File: config.mk
export PLATFORM = sky130hd
export DESIGN_NAME = macc_dot_sequencer_flat
export DESIGN_NICKNAME = d
export VERILOG_FILES = /design/src/rtl/macc_ctrl_pkg.sv /design/src/rtl/macc_dot_sequencer_if.sv /design/src/rtl/macc_drain_counter.sv /design/src/rtl/macc_dot_sequencer.sv /design/src/flat_wrapper.sv
export SDC_FILE = /design/constraint.sdc
export NUM_CORES = 1
export LEC_CHECK = 0
export ABC_AREA = 1
export CAP_MARGIN = 40
export CELL_PAD_IN_SITES_DETAIL_PLACEMENT = 1
export CELL_PAD_IN_SITES_GLOBAL_PLACEMENT = 1
export CORE_UTILIZATION = 29
export CTS_BUF_LIST = sky130_fd_sc_hd__clkbuf_8 sky130_fd_sc_hd__clkbuf_16
export DETAILED_ROUTE_END_ITERATION = 6
export PLACE_DENSITY_LB_ADDON = 0.1
export REMOVE_ABC_BUFFERS = 1
export SKIP_LAST_GASP = 1
export SYNTH_ARGS = -nofsm -noshare
export SYNTH_HDL_FRONTEND = slang
export SYNTH_SLANG_ARGS = --single-unit
File: constraint.sdc
create_clock -name CLK -period 2.5 [get_ports CLK]
set_clock_uncertainty 0.05 [all_clocks]
set_input_delay 0.5 -clock CLK [delete_from_list [all_inputs] [get_ports CLK]]
set_output_delay 0.5 -clock CLK [all_outputs]
set_load 0.005 [all_outputs]
File: src/rtl/macc_ctrl_pkg.sv
// Shared types and default widths for the MACC dot-product sequencer.
package macc_ctrl_pkg;

  typedef enum logic [2:0] {
    IDLE    = 3'd0,
    ACCUM   = 3'd1,
    DRAIN   = 3'd2,
    CAPTURE = 3'd3,
    RESULT  = 3'd4
  } state_t;

  localparam int DEF_LATENCY = 3;
  localparam int DEF_WIDTH_A = 25;
  localparam int DEF_WIDTH_B = 18;
  localparam int DEF_WIDTH_P = 48;
  localparam int DEF_LEN_W   = 16;

  // Wide enough to hold LATENCY-1 for any legal LATENCY (1..4).
  localparam int DRAIN_CNT_W = 3;

endpackage

File: src/rtl/macc_dot_sequencer_if.sv
// Job, operand-stream, result and MACC-side signals of the dot-product sequencer.
interface macc_dot_sequencer_if
  import macc_ctrl_pkg::*;
#(
  parameter int WIDTH_A = DEF_WIDTH_A,
  parameter int WIDTH_B = DEF_WIDTH_B,
  parameter int WIDTH_P = DEF_WIDTH_P,
  parameter int LEN_W   = DEF_LEN_W
);
  logic               start;
  logic [LEN_W-1:0]   len;
  logic [WIDTH_P-1:0] bias;
  logic               sub_mode;
  logic               busy;

  logic               in_valid;
  logic               in_ready;
  logic [WIDTH_A-1:0] in_a;
  logic [WIDTH_B-1:0] in_b;

  logic               res_valid;
  logic               res_ready;
  logic [WIDTH_P-1:0] res_data;

  logic [WIDTH_A-1:0] macc_a;
  logic [WIDTH_B-1:0] macc_b;
  logic               macc_addsub;
  logic               macc_carryin;
  logic               macc_ce;
  logic               macc_load;
  logic [WIDTH_P-1:0] macc_load_data;
  logic               macc_rst;
  logic [WIDTH_P-1:0] macc_p;

  // Sequencer view.
  modport slave (
    input  start, len, bias, sub_mode, in_valid, in_a, in_b, res_ready, macc_p,
    output busy, in_ready, res_valid, res_data,
    output macc_a, macc_b, macc_addsub, macc_carryin, macc_ce, macc_load,
    output macc_load_data, macc_rst
  );

  // Fetch logic / MACC wrapper view.
  modport master (
    output start, len, bias, sub_mode, in_valid, in_a, in_b, res_ready, macc_p,
    input  busy, in_ready, res_valid, res_data,
    input  macc_a, macc_b, macc_addsub, macc_carryin, macc_ce, macc_load,
    input  macc_load_data, macc_rst
  );

endinterface

File: src/rtl/macc_drain_counter.sv
// Loadable down-counter that times the MACC pipeline drain.
module macc_drain_counter
  import macc_ctrl_pkg::*;
#(
  parameter int W = DRAIN_CNT_W
) (
  input  logic         clk,
  input  logic         rst,
  input  logic         load,
  input  logic [W-1:0] load_val,
  input  logic         dec,
  output logic         last
);

  logic [W-1:0] cnt;

  always_ff @(posedge clk) begin
    if (rst)
      cnt <= '0;
    else if (load)
      cnt <= load_val;
    else if (dec && cnt != '0)
      cnt <= cnt - W'(1);
  end

  // Final drain cycle is the one where the count still reads 1.
  assign last = (cnt == W'(1));

endmodule

File: src/rtl/macc_dot_sequencer.sv
// Job-level controller feeding one MACC_MACRO: streams operand pairs, drains, captures P.
module macc_dot_sequencer
  import macc_ctrl_pkg::*;
#(
  parameter int LATENCY = DEF_LATENCY,
  parameter int WIDTH_A = DEF_WIDTH_A,
  parameter int WIDTH_B = DEF_WIDTH_B,
  parameter int WIDTH_P = DEF_WIDTH_P,
  parameter int LEN_W   = DEF_LEN_W
) (
  input logic                  CLK,
  input logic                  RST,
  macc_dot_sequencer_if.slave  bus
);

  state_t             state;
  logic [LEN_W-1:0]   len_q;
  logic [LEN_W-1:0]   beat_cnt;
  logic [WIDTH_P-1:0] bias_q;
  logic [WIDTH_P-1:0] res_data_q;
  logic               sub_q;
  logic               busy_q;
  logic               in_ready_q;
  logic               res_valid_q;

  logic beat;
  logic last_beat;
  logic drain;
  logic drain_last;

  assign beat      = bus.in_valid && in_ready_q;
  assign last_beat = (beat_cnt == len_q - LEN_W'(1));
  assign drain     = (state == DRAIN);

  macc_drain_counter #(.W(DRAIN_CNT_W)) u_drain (
    .clk      (CLK),
    .rst      (RST),
    .load     (beat && last_beat),
    .load_val (DRAIN_CNT_W'(LATENCY - 1)),
    .dec      (drain),
    .last     (drain_last)
  );

  always_ff @(posedge CLK) begin
    if (RST) begin
      state       <= IDLE;
      len_q       <= '0;
      beat_cnt    <= '0;
      bias_q      <= '0;
      res_data_q  <= '0;
      sub_q       <= 1'b0;
      busy_q      <= 1'b0;
      in_ready_q  <= 1'b0;
      res_valid_q <= 1'b0;
    end else begin
      case (state)
        IDLE: begin
          if (bus.start) begin
            len_q    <= bus.len;
            bias_q   <= bus.bias;
            sub_q    <= bus.sub_mode;
            beat_cnt <= '0;
            busy_q   <= 1'b1;
            // Empty job: the bias is the answer, the MACC is never clocked.
            if (bus.len == '0) begin
              res_data_q  <= bus.bias;
              res_valid_q <= 1'b1;
              state       <= RESULT;
            end else begin
              in_ready_q <= 1'b1;
              state      <= ACCUM;
            end
          end
        end
        ACCUM: begin
          if (beat) begin
            beat_cnt <= beat_cnt + LEN_W'(1);
            if (last_beat) begin
              in_ready_q <= 1'b0;
              state      <= (LATENCY > 1) ? DRAIN : CAPTURE;
            end
          end
        end
        DRAIN: begin
          if (drain_last)
            state <= CAPTURE;
        end
        CAPTURE: begin
          res_data_q  <= bus.macc_p;
          res_valid_q <= 1'b1;
          state       <= RESULT;
        end
        RESULT: begin
          if (bus.res_ready) begin
            res_valid_q <= 1'b0;
            busy_q      <= 1'b0;
            state       <= IDLE;
          end
        end
        default: begin
          in_ready_q  <= 1'b0;
          res_valid_q <= 1'b0;
          busy_q      <= 1'b0;
          state       <= IDLE;
        end
      endcase
    end
  end

  assign bus.busy      = busy_q;
  assign bus.in_ready  = in_ready_q;
  assign bus.res_valid = res_valid_q;
  assign bus.res_data  = res_data_q;

  // CE only on beats and drain cycles, so stalls freeze the MACC pipeline intact.
  assign bus.macc_ce        = beat || drain;
  assign bus.macc_a         = beat ? bus.in_a : '0;
  assign bus.macc_b         = beat ? bus.in_b : '0;
  assign bus.macc_load      = beat && (beat_cnt == '0);
  assign bus.macc_load_data = bias_q;
  assign bus.macc_addsub    = ~sub_q;
  assign bus.macc_carryin   = 1'b0;
  assign bus.macc_rst       = RST;

endmodule

File: src/flat_wrapper.sv
// flat-port wrapper written by rule: the top's interface ports become plain ports
module macc_dot_sequencer_flat import macc_ctrl_pkg::*;
#(
  parameter int LATENCY = DEF_LATENCY,
  parameter int WIDTH_A = DEF_WIDTH_A,
  parameter int WIDTH_B = DEF_WIDTH_B,
  parameter int WIDTH_P = DEF_WIDTH_P,
  parameter int LEN_W   = DEF_LEN_W
)
  (CLK, RST, bus_start, bus_len, bus_bias, bus_sub_mode, bus_in_valid, bus_in_a, bus_in_b, bus_res_ready, bus_macc_p, bus_busy, bus_in_ready, bus_res_valid, bus_res_data, bus_macc_a, bus_macc_b, bus_macc_addsub, bus_macc_carryin, bus_macc_ce, bus_macc_load, bus_macc_load_data, bus_macc_rst);
  macc_dot_sequencer_if #(.WIDTH_A(WIDTH_A), .WIDTH_B(WIDTH_B), .WIDTH_P(WIDTH_P), .LEN_W(LEN_W)) bus_i ();
  input logic CLK;
  input logic RST;
  input wire logic [$bits(bus_i.start)-1:0] bus_start;
  input wire logic [$bits(bus_i.len)-1:0] bus_len;
  input wire logic [$bits(bus_i.bias)-1:0] bus_bias;
  input wire logic [$bits(bus_i.sub_mode)-1:0] bus_sub_mode;
  input wire logic [$bits(bus_i.in_valid)-1:0] bus_in_valid;
  input wire logic [$bits(bus_i.in_a)-1:0] bus_in_a;
  input wire logic [$bits(bus_i.in_b)-1:0] bus_in_b;
  input wire logic [$bits(bus_i.res_ready)-1:0] bus_res_ready;
  input wire logic [$bits(bus_i.macc_p)-1:0] bus_macc_p;
  output wire logic [$bits(bus_i.busy)-1:0] bus_busy;
  output wire logic [$bits(bus_i.in_ready)-1:0] bus_in_ready;
  output wire logic [$bits(bus_i.res_valid)-1:0] bus_res_valid;
  output wire logic [$bits(bus_i.res_data)-1:0] bus_res_data;
  output wire logic [$bits(bus_i.macc_a)-1:0] bus_macc_a;
  output wire logic [$bits(bus_i.macc_b)-1:0] bus_macc_b;
  output wire logic [$bits(bus_i.macc_addsub)-1:0] bus_macc_addsub;
  output wire logic [$bits(bus_i.macc_carryin)-1:0] bus_macc_carryin;
  output wire logic [$bits(bus_i.macc_ce)-1:0] bus_macc_ce;
  output wire logic [$bits(bus_i.macc_load)-1:0] bus_macc_load;
  output wire logic [$bits(bus_i.macc_load_data)-1:0] bus_macc_load_data;
  output wire logic [$bits(bus_i.macc_rst)-1:0] bus_macc_rst;
  assign bus_i.start = bus_start;
  assign bus_i.len = bus_len;
  assign bus_i.bias = bus_bias;
  assign bus_i.sub_mode = bus_sub_mode;
  assign bus_i.in_valid = bus_in_valid;
  assign bus_i.in_a = bus_in_a;
  assign bus_i.in_b = bus_in_b;
  assign bus_i.res_ready = bus_res_ready;
  assign bus_i.macc_p = bus_macc_p;
  assign bus_busy = bus_i.busy;
  assign bus_in_ready = bus_i.in_ready;
  assign bus_res_valid = bus_i.res_valid;
  assign bus_res_data = bus_i.res_data;
  assign bus_macc_a = bus_i.macc_a;
  assign bus_macc_b = bus_i.macc_b;
  assign bus_macc_addsub = bus_i.macc_addsub;
  assign bus_macc_carryin = bus_i.macc_carryin;
  assign bus_macc_ce = bus_i.macc_ce;
  assign bus_macc_load = bus_i.macc_load;
  assign bus_macc_load_data = bus_i.macc_load_data;
  assign bus_macc_rst = bus_i.macc_rst;
  macc_dot_sequencer #(.LATENCY(LATENCY), .WIDTH_A(WIDTH_A), .WIDTH_B(WIDTH_B), .WIDTH_P(WIDTH_P), .LEN_W(LEN_W)) u_core (.CLK(CLK), .RST(RST), .bus(bus_i));
endmodule
# Word level (Yosys, flattened, before mapping)
# Cells that the tools add are included.
# word_totals
elab_cells	82
out_inout_bits	147
register_bits	138
in_bits	161
# op_classes
reduce_logical	23
addsub	3
bitwise_logic	4
n_mux	28
eq_ne	13
# op_table
operator	n
$mux W48	2
$pmux W48 S2	1
$logic_not A16 Y1	2
$mux W16	2
$pmux W16 S2	1
$mux W25	1
$mux W18	1
$mux W3	6
$add A16 B1 Y16 const B	1
$eq A16 B16 Y1	1
$sub A16 B1 Y16 const B	1
$pmux W3 S5	1
$reduce_and A5 Y1	2
$reduce_and A3 Y1	3
$mux W1	8
$ne A2 B2 Y1 const B	4
$eq A3 B1 Y1 const B	2
$eq A3 B2 Y1 const B	2
$ne A2 B1 Y1 const B	3
$pmux W1 S3	2
$reduce_bool A2 Y1	3
$reduce_or A3 Y1	2
$logic_and A1 B1 Y1	4
$mux W2	2
10 further kinds	14

# Longest topological paths before layout
# Gate-level depths: netlist (run 1).
# depth
word_depth	5
depth_mapped	17
depth_no_buf	17

# By module
# Synthesis (run 1) repeated with hierarchy kept, for this count alone.
# unflattened
hier_cells	1009
area_unflattened_um2	6916.6
# by_module_without_submodules
module	n_inst	cells_per_inst	area_per_inst_um2	seq_area_each_um2
macc_dot_sequencer	1	975	6685.2	2702.6
macc_drain_counter	1	34	231.5	60.1

# Worst setup path after synthesis (run 1)
# Ideal clock, no wire load.
# synth_path
path_type	input-to-reg
start	in bus_len[1]
end	reg u_core.res_data_q[0] (netlist: u_core.bus.res_data[0])
path_buffers	1
arrival_ps	1639
cell_stages	8
path_slack_ps	679
required_time_ps	2318
setup_time_ps	132
cell_sequence	nor4_1 -> nand4_1 -> or2_1 -> nand2_2 -> nand2_1 -> clkbuf_1 -> nand2_1 -> a21oi_1
# synth_between
elab_chain_len	3
# synth_rtl
element	line	text
start: declaration	flat_wrapper.sv:15	input wire logic [$bits(bus_i.len)-1:0] bus_len;
$logic_not A16 Y1	macc_dot_sequencer.sv:65	if (bus.len == '0) begin
$ne A2 B1 Y1 (no source line)	-	
$reduce_and A3 Y1 (no source line)	-	
end signal: assignment	macc_dot_sequencer.sv:66	res_data_q <= bus.bias;
end signal: assignment	macc_dot_sequencer.sv:89	res_data_q <= bus.macc_p;
end: declaration	macc_dot_sequencer.sv:20	logic [WIDTH_P-1:0] res_data_q;
# Every way passes these cells.
# A chain may end at the register's enable or synchronous reset.

# Worst setup path in the final report (run 1)
# layout_path
start	in bus_in_valid
end	out bus_macc_a[19]
# layout_between
elab_chain_len	2
# layout_rtl
element	line	text
start: declaration	flat_wrapper.sv:18	input wire logic [$bits(bus_i.in_valid)-1:0] bus_in_valid;
$logic_and A1 B1 Y1	macc_dot_sequencer.sv:31	assign beat = bus.in_valid && in_ready_q;
$mux W25	macc_dot_sequencer.sv:117	assign bus.macc_a = beat ? bus.in_a : '0;
end: declaration	flat_wrapper.sv:27	output wire logic [$bits(bus_i.macc_a)-1:0] bus_macc_a;
# Every way passes these cells.

==> flow_metrics.env, run 1 <==
export IMPL_cp_common_cell="clkdlybuf4s50_1"
export IMPL_grt_pass1_vias=7471
export IMPL_worst_pin_slew_ns=0.709
export IMPL_clockBufferDepth=2
export IMPL_crit_type="input pin to primary output"
export IMPL_grt_max_degree=63
export IMPL_io_buffers=306
export IMPL_vdd_ir_drop_max_mv=0.417
export IMPL_clockRootBuffer="clkbuf_16"
export IMPL_grtUsageTotal_pct=21.1
export IMPL_slew_headroom_pct=52.7
export IMPL_end_kind="primary output"
export IMPL_drt_iter0_drc=291
export IMPL_slowest_delay_ns=0.52
export IMPL_synthFlopType="dfxtp_1"
export IMPL_cp_start_kind="input pin"
export IMPL_dp_slack_ns=-0.268
export IMPL_h_tree_depth=4
export IMPL_nets=1437
export IMPL_ios=308
export IMPL_mostFrequentLayoutCell="clkdlybuf4s50_1"
export IMPL_postRouteAntennaNets=0
export IMPL_ys_ff_latch=138
export IMPL_path_buf_inv=3
export IMPL_path_delay_family="buffers and inverters"
export IMPL_clock_sinks=138
export IMPL_fp_dieH_um=156
export IMPL_cts_buffers=17
export IMPL_wl_mm=25.9
export IMPL_cts_hold_buf=0
export IMPL_power_mw=8.45
export IMPL_cts_tree="done"
export IMPL_drive_above_1_share_pct=10.9
export IMPL_setup_violations=0
export IMPL_synth_edf_count=0
export IMPL_design_area_um2=11000
export IMPL_period_share_pct=98.4
export IMPL_final_core_util_pct=47.2
export IMPL_cp_cell_sequence="clkdlybuf4s50_1 -> nand2_4 -> buf_12 -> nor2_1 -> clkdlybuf4s50_1"
export IMPL_layout_common_cells="clkdlybuf4s50_1, nand2_1, dfxtp_1"
export IMPL_path_clk_slew_ns=0.06
export IMPL_crit_slowest_cell="clkdlybuf4s50_1"
export IMPL_tns_ns=0
export IMPL_drc=0
export IMPL_die_x_um=156
export IMPL_dr_pass1_iters=4
export IMPL_place_area_um2=10400
export IMPL_dp_hpwl_mm=19.1
export IMPL_synthCells=971
export IMPL_syn_area_per_cell_um2=7.09
export IMPL_outcome="finished clean"
export IMPL_wl_per_cell_um=16.1
export IMPL_rows=56
export IMPL_fillerInstances=2919
export IMPL_synth_warnings=0
export IMPL_max_freq_mhz=407
export IMPL_antenna_found_initial=2
export IMPL_final_hold_viol_count=0
export IMPL_cap_violations=0
export IMPL_viasPerCell=4.60
export IMPL_coreArea_um2=23400
export IMPL_min_period_ns=2.46
export IMPL_worstPathMaxFanout=23
export IMPL_fp_dieArea_um2=24400
export IMPL_grt_overflow_total=0
export IMPL_cts_setup_buffers=0
export IMPL_p_per_area_nw_per_um2=765
export IMPL_p_leak_nw=4.49
export IMPL_cp_required_ns=1.95
export IMPL_syn_area_um2=6880
export IMPL_clk_latency_ns=0.42
export IMPL_slew_viol_final=0
export IMPL_layout_setup_ws_ns=0.0402
export IMPL_grt_pass1_wl_mm=39.7
export IMPL_area_delta_synth_final_pct=60.4
export IMPL_hold_path_class="flip-flop to flip-flop"
export IMPL_start_util_pct=29.4
export IMPL_gp_congestion=0.780
export IMPL_via_count=7375
export IMPL_yosysSeqAreaShare_pct=40.1
export IMPL_synth_cell_types=37
export IMPL_arrival_ns=1.91
export IMPL_async_reset_ff_share_pct=0
export IMPL_rsz0062_at_grt="true"
==> routing by layer <==
layer,track usage (%),vias up,share of wire [%]
met5,0,-,0
met4,6.16,0,1.3
met3,7.86,20,8.6
met2,36.5,213,49
met1,24.2,3417,41
li1,-,3725,-
==> synthesized netlist by cell type, types with 2 or more instances <==
master | count | area [um2]
buf_2 | 9 | 45.0
xnor2_1 | 4 | 35.0
ha_1 | 6 | 75.1
nand2_2 | 4 | 25.0
mux2_2 | 49 | 552
nand2_1 | 248 | 931
buf_4 | 3 | 22.5
a21oi_1 | 131 | 656
inv_2 | 4 | 15.0
or2_2 | 2 | 12.5
clkbuf_1 | 37 | 139
nor2_2 | 2 | 12.5
nand3_2 | 3 | 30.0
nand3b_1 | 2 | 15.0
nor2_4 | 3 | 33.8
dfxtp_1 | 138 | 2760
nor4_1 | 7 | 43.8
nor3_2 | 2 | 20.0
xor2_1 | 12 | 105
nor2_1 | 91 | 342
inv_1 | 91 | 342
buf_1 | 2 | 7.51
buf_6 | 3 | 33.8
o21ai_0 | 27 | 135
nand2_4 | 2 | 22.5
nand3_1 | 72 | 360
nand4_1 | 7 | 43.8
==> sequential cells by signal, summed over array words and instances, names as in the netlist <==
register,cells
u_core.beat_cnt,16
u_core.sub_q,1
u_core.bus.busy,1
u_core.len_q,16
u_core.bus.res_valid,1
u_core.state,3
u_core.bus.macc_load_data,48
u_core.bus.in_ready,1
u_core.bus.res_data,48
u_core.u_drain.cnt,3
==> layout make-up <==
cell class                      instances  area (um2)  area share, %
Tap cell                              319         399           3.62
Clock buffer                           17         425           3.85
Timing Repair Buffer                  334        3380           30.7
Sequential cell                       138        2760           25.0
Clock inverter                         15         156           1.42
Inverter                               96         360           3.26
Multi-Input combinational cell        683        3540           32.1
Antenna cell                            2        5.00         0.0453
==> worst paths after layout <==
| kind | slack, ns | from | end | cells after the start |
|---|---|---|---|---|
| worst max register to register | 0.29 | u_core.len_q[0] | u_core.state[0] | 15 |
| worst min register to register | 0.40 | u_core.sub_q | u_core.sub_q | 2 |
| worst max-delay path | 0.04 | bus_in_valid | bus_macc_a[19] | 5 |
| worst min-delay path | 0.40 | u_core.sub_q | u_core.sub_q | 2 |
==> stage by stage <==
step,hold slack [ns],cells
final,0.404,1604
after CTS,0.408,1600
after global routing,0.428,1603
after floorplan,0.399,917
after global placement,0.392,1568
after detailed placement,0.399,1568
==> what timing repair did <==
| item | CTS | global route |
|---|---|---|
| pin swaps | 1 | 0 |
| resized for setup | 4 | 10 |
| setup endpoints to repair | 3 | 25 |
| hold endpoints to repair | 0 | 0 |
| cloned | 0 | 2 |
==> cells by family after synthesis <==
kind of cell    Yosys count  share of synthesized area (%)
buf+inv                 150                           8.83
other cells               1                         0.0545
xor+xnor                 16                           2.04
compound gates          162                           12.0
simple gates            449                           27.8
flops                   138                           40.1
fa+ha+maj                 6                           1.09
mux                      49                           8.02
==> worst min-delay path: cells and delay by family, from the launching register on <==
kind | cells | cell delay, ns
compound gates | 1 | 0.05
buf+inv | 1 | 0.06
flops | 1 | 0.30
==> report_power, final <==
| group | internal, mW | switching (mW) | total [mW] |
|---|---|---|---|
| sequential | 2.50 | 0.223 | 2.72 |
| clock | 1.41 | 1.10 | 2.51 |
| combinational | 1.48 | 1.74 | 3.21 |
Note: power is estimated with default switching activity, not from simulation.
==> run 2: changes to the inputs <==
--- a/config.mk
+++ b/config.mk
@@ -11,6 +11,7 @@
 export CELL_PAD_IN_SITES_GLOBAL_PLACEMENT = 1
 export CORE_UTILIZATION = 29
 export CTS_BUF_LIST = sky130_fd_sc_hd__clkbuf_8 sky130_fd_sc_hd__clkbuf_16
+export CTS_CLUSTER_SIZE = 14
 export DETAILED_ROUTE_END_ITERATION = 6
 export PLACE_DENSITY_LB_ADDON = 0.1
 export REMOVE_ABC_BUFFERS = 1
==> results of run 2 <==
Final layout, timing and power as in run 1 (identical DEF).
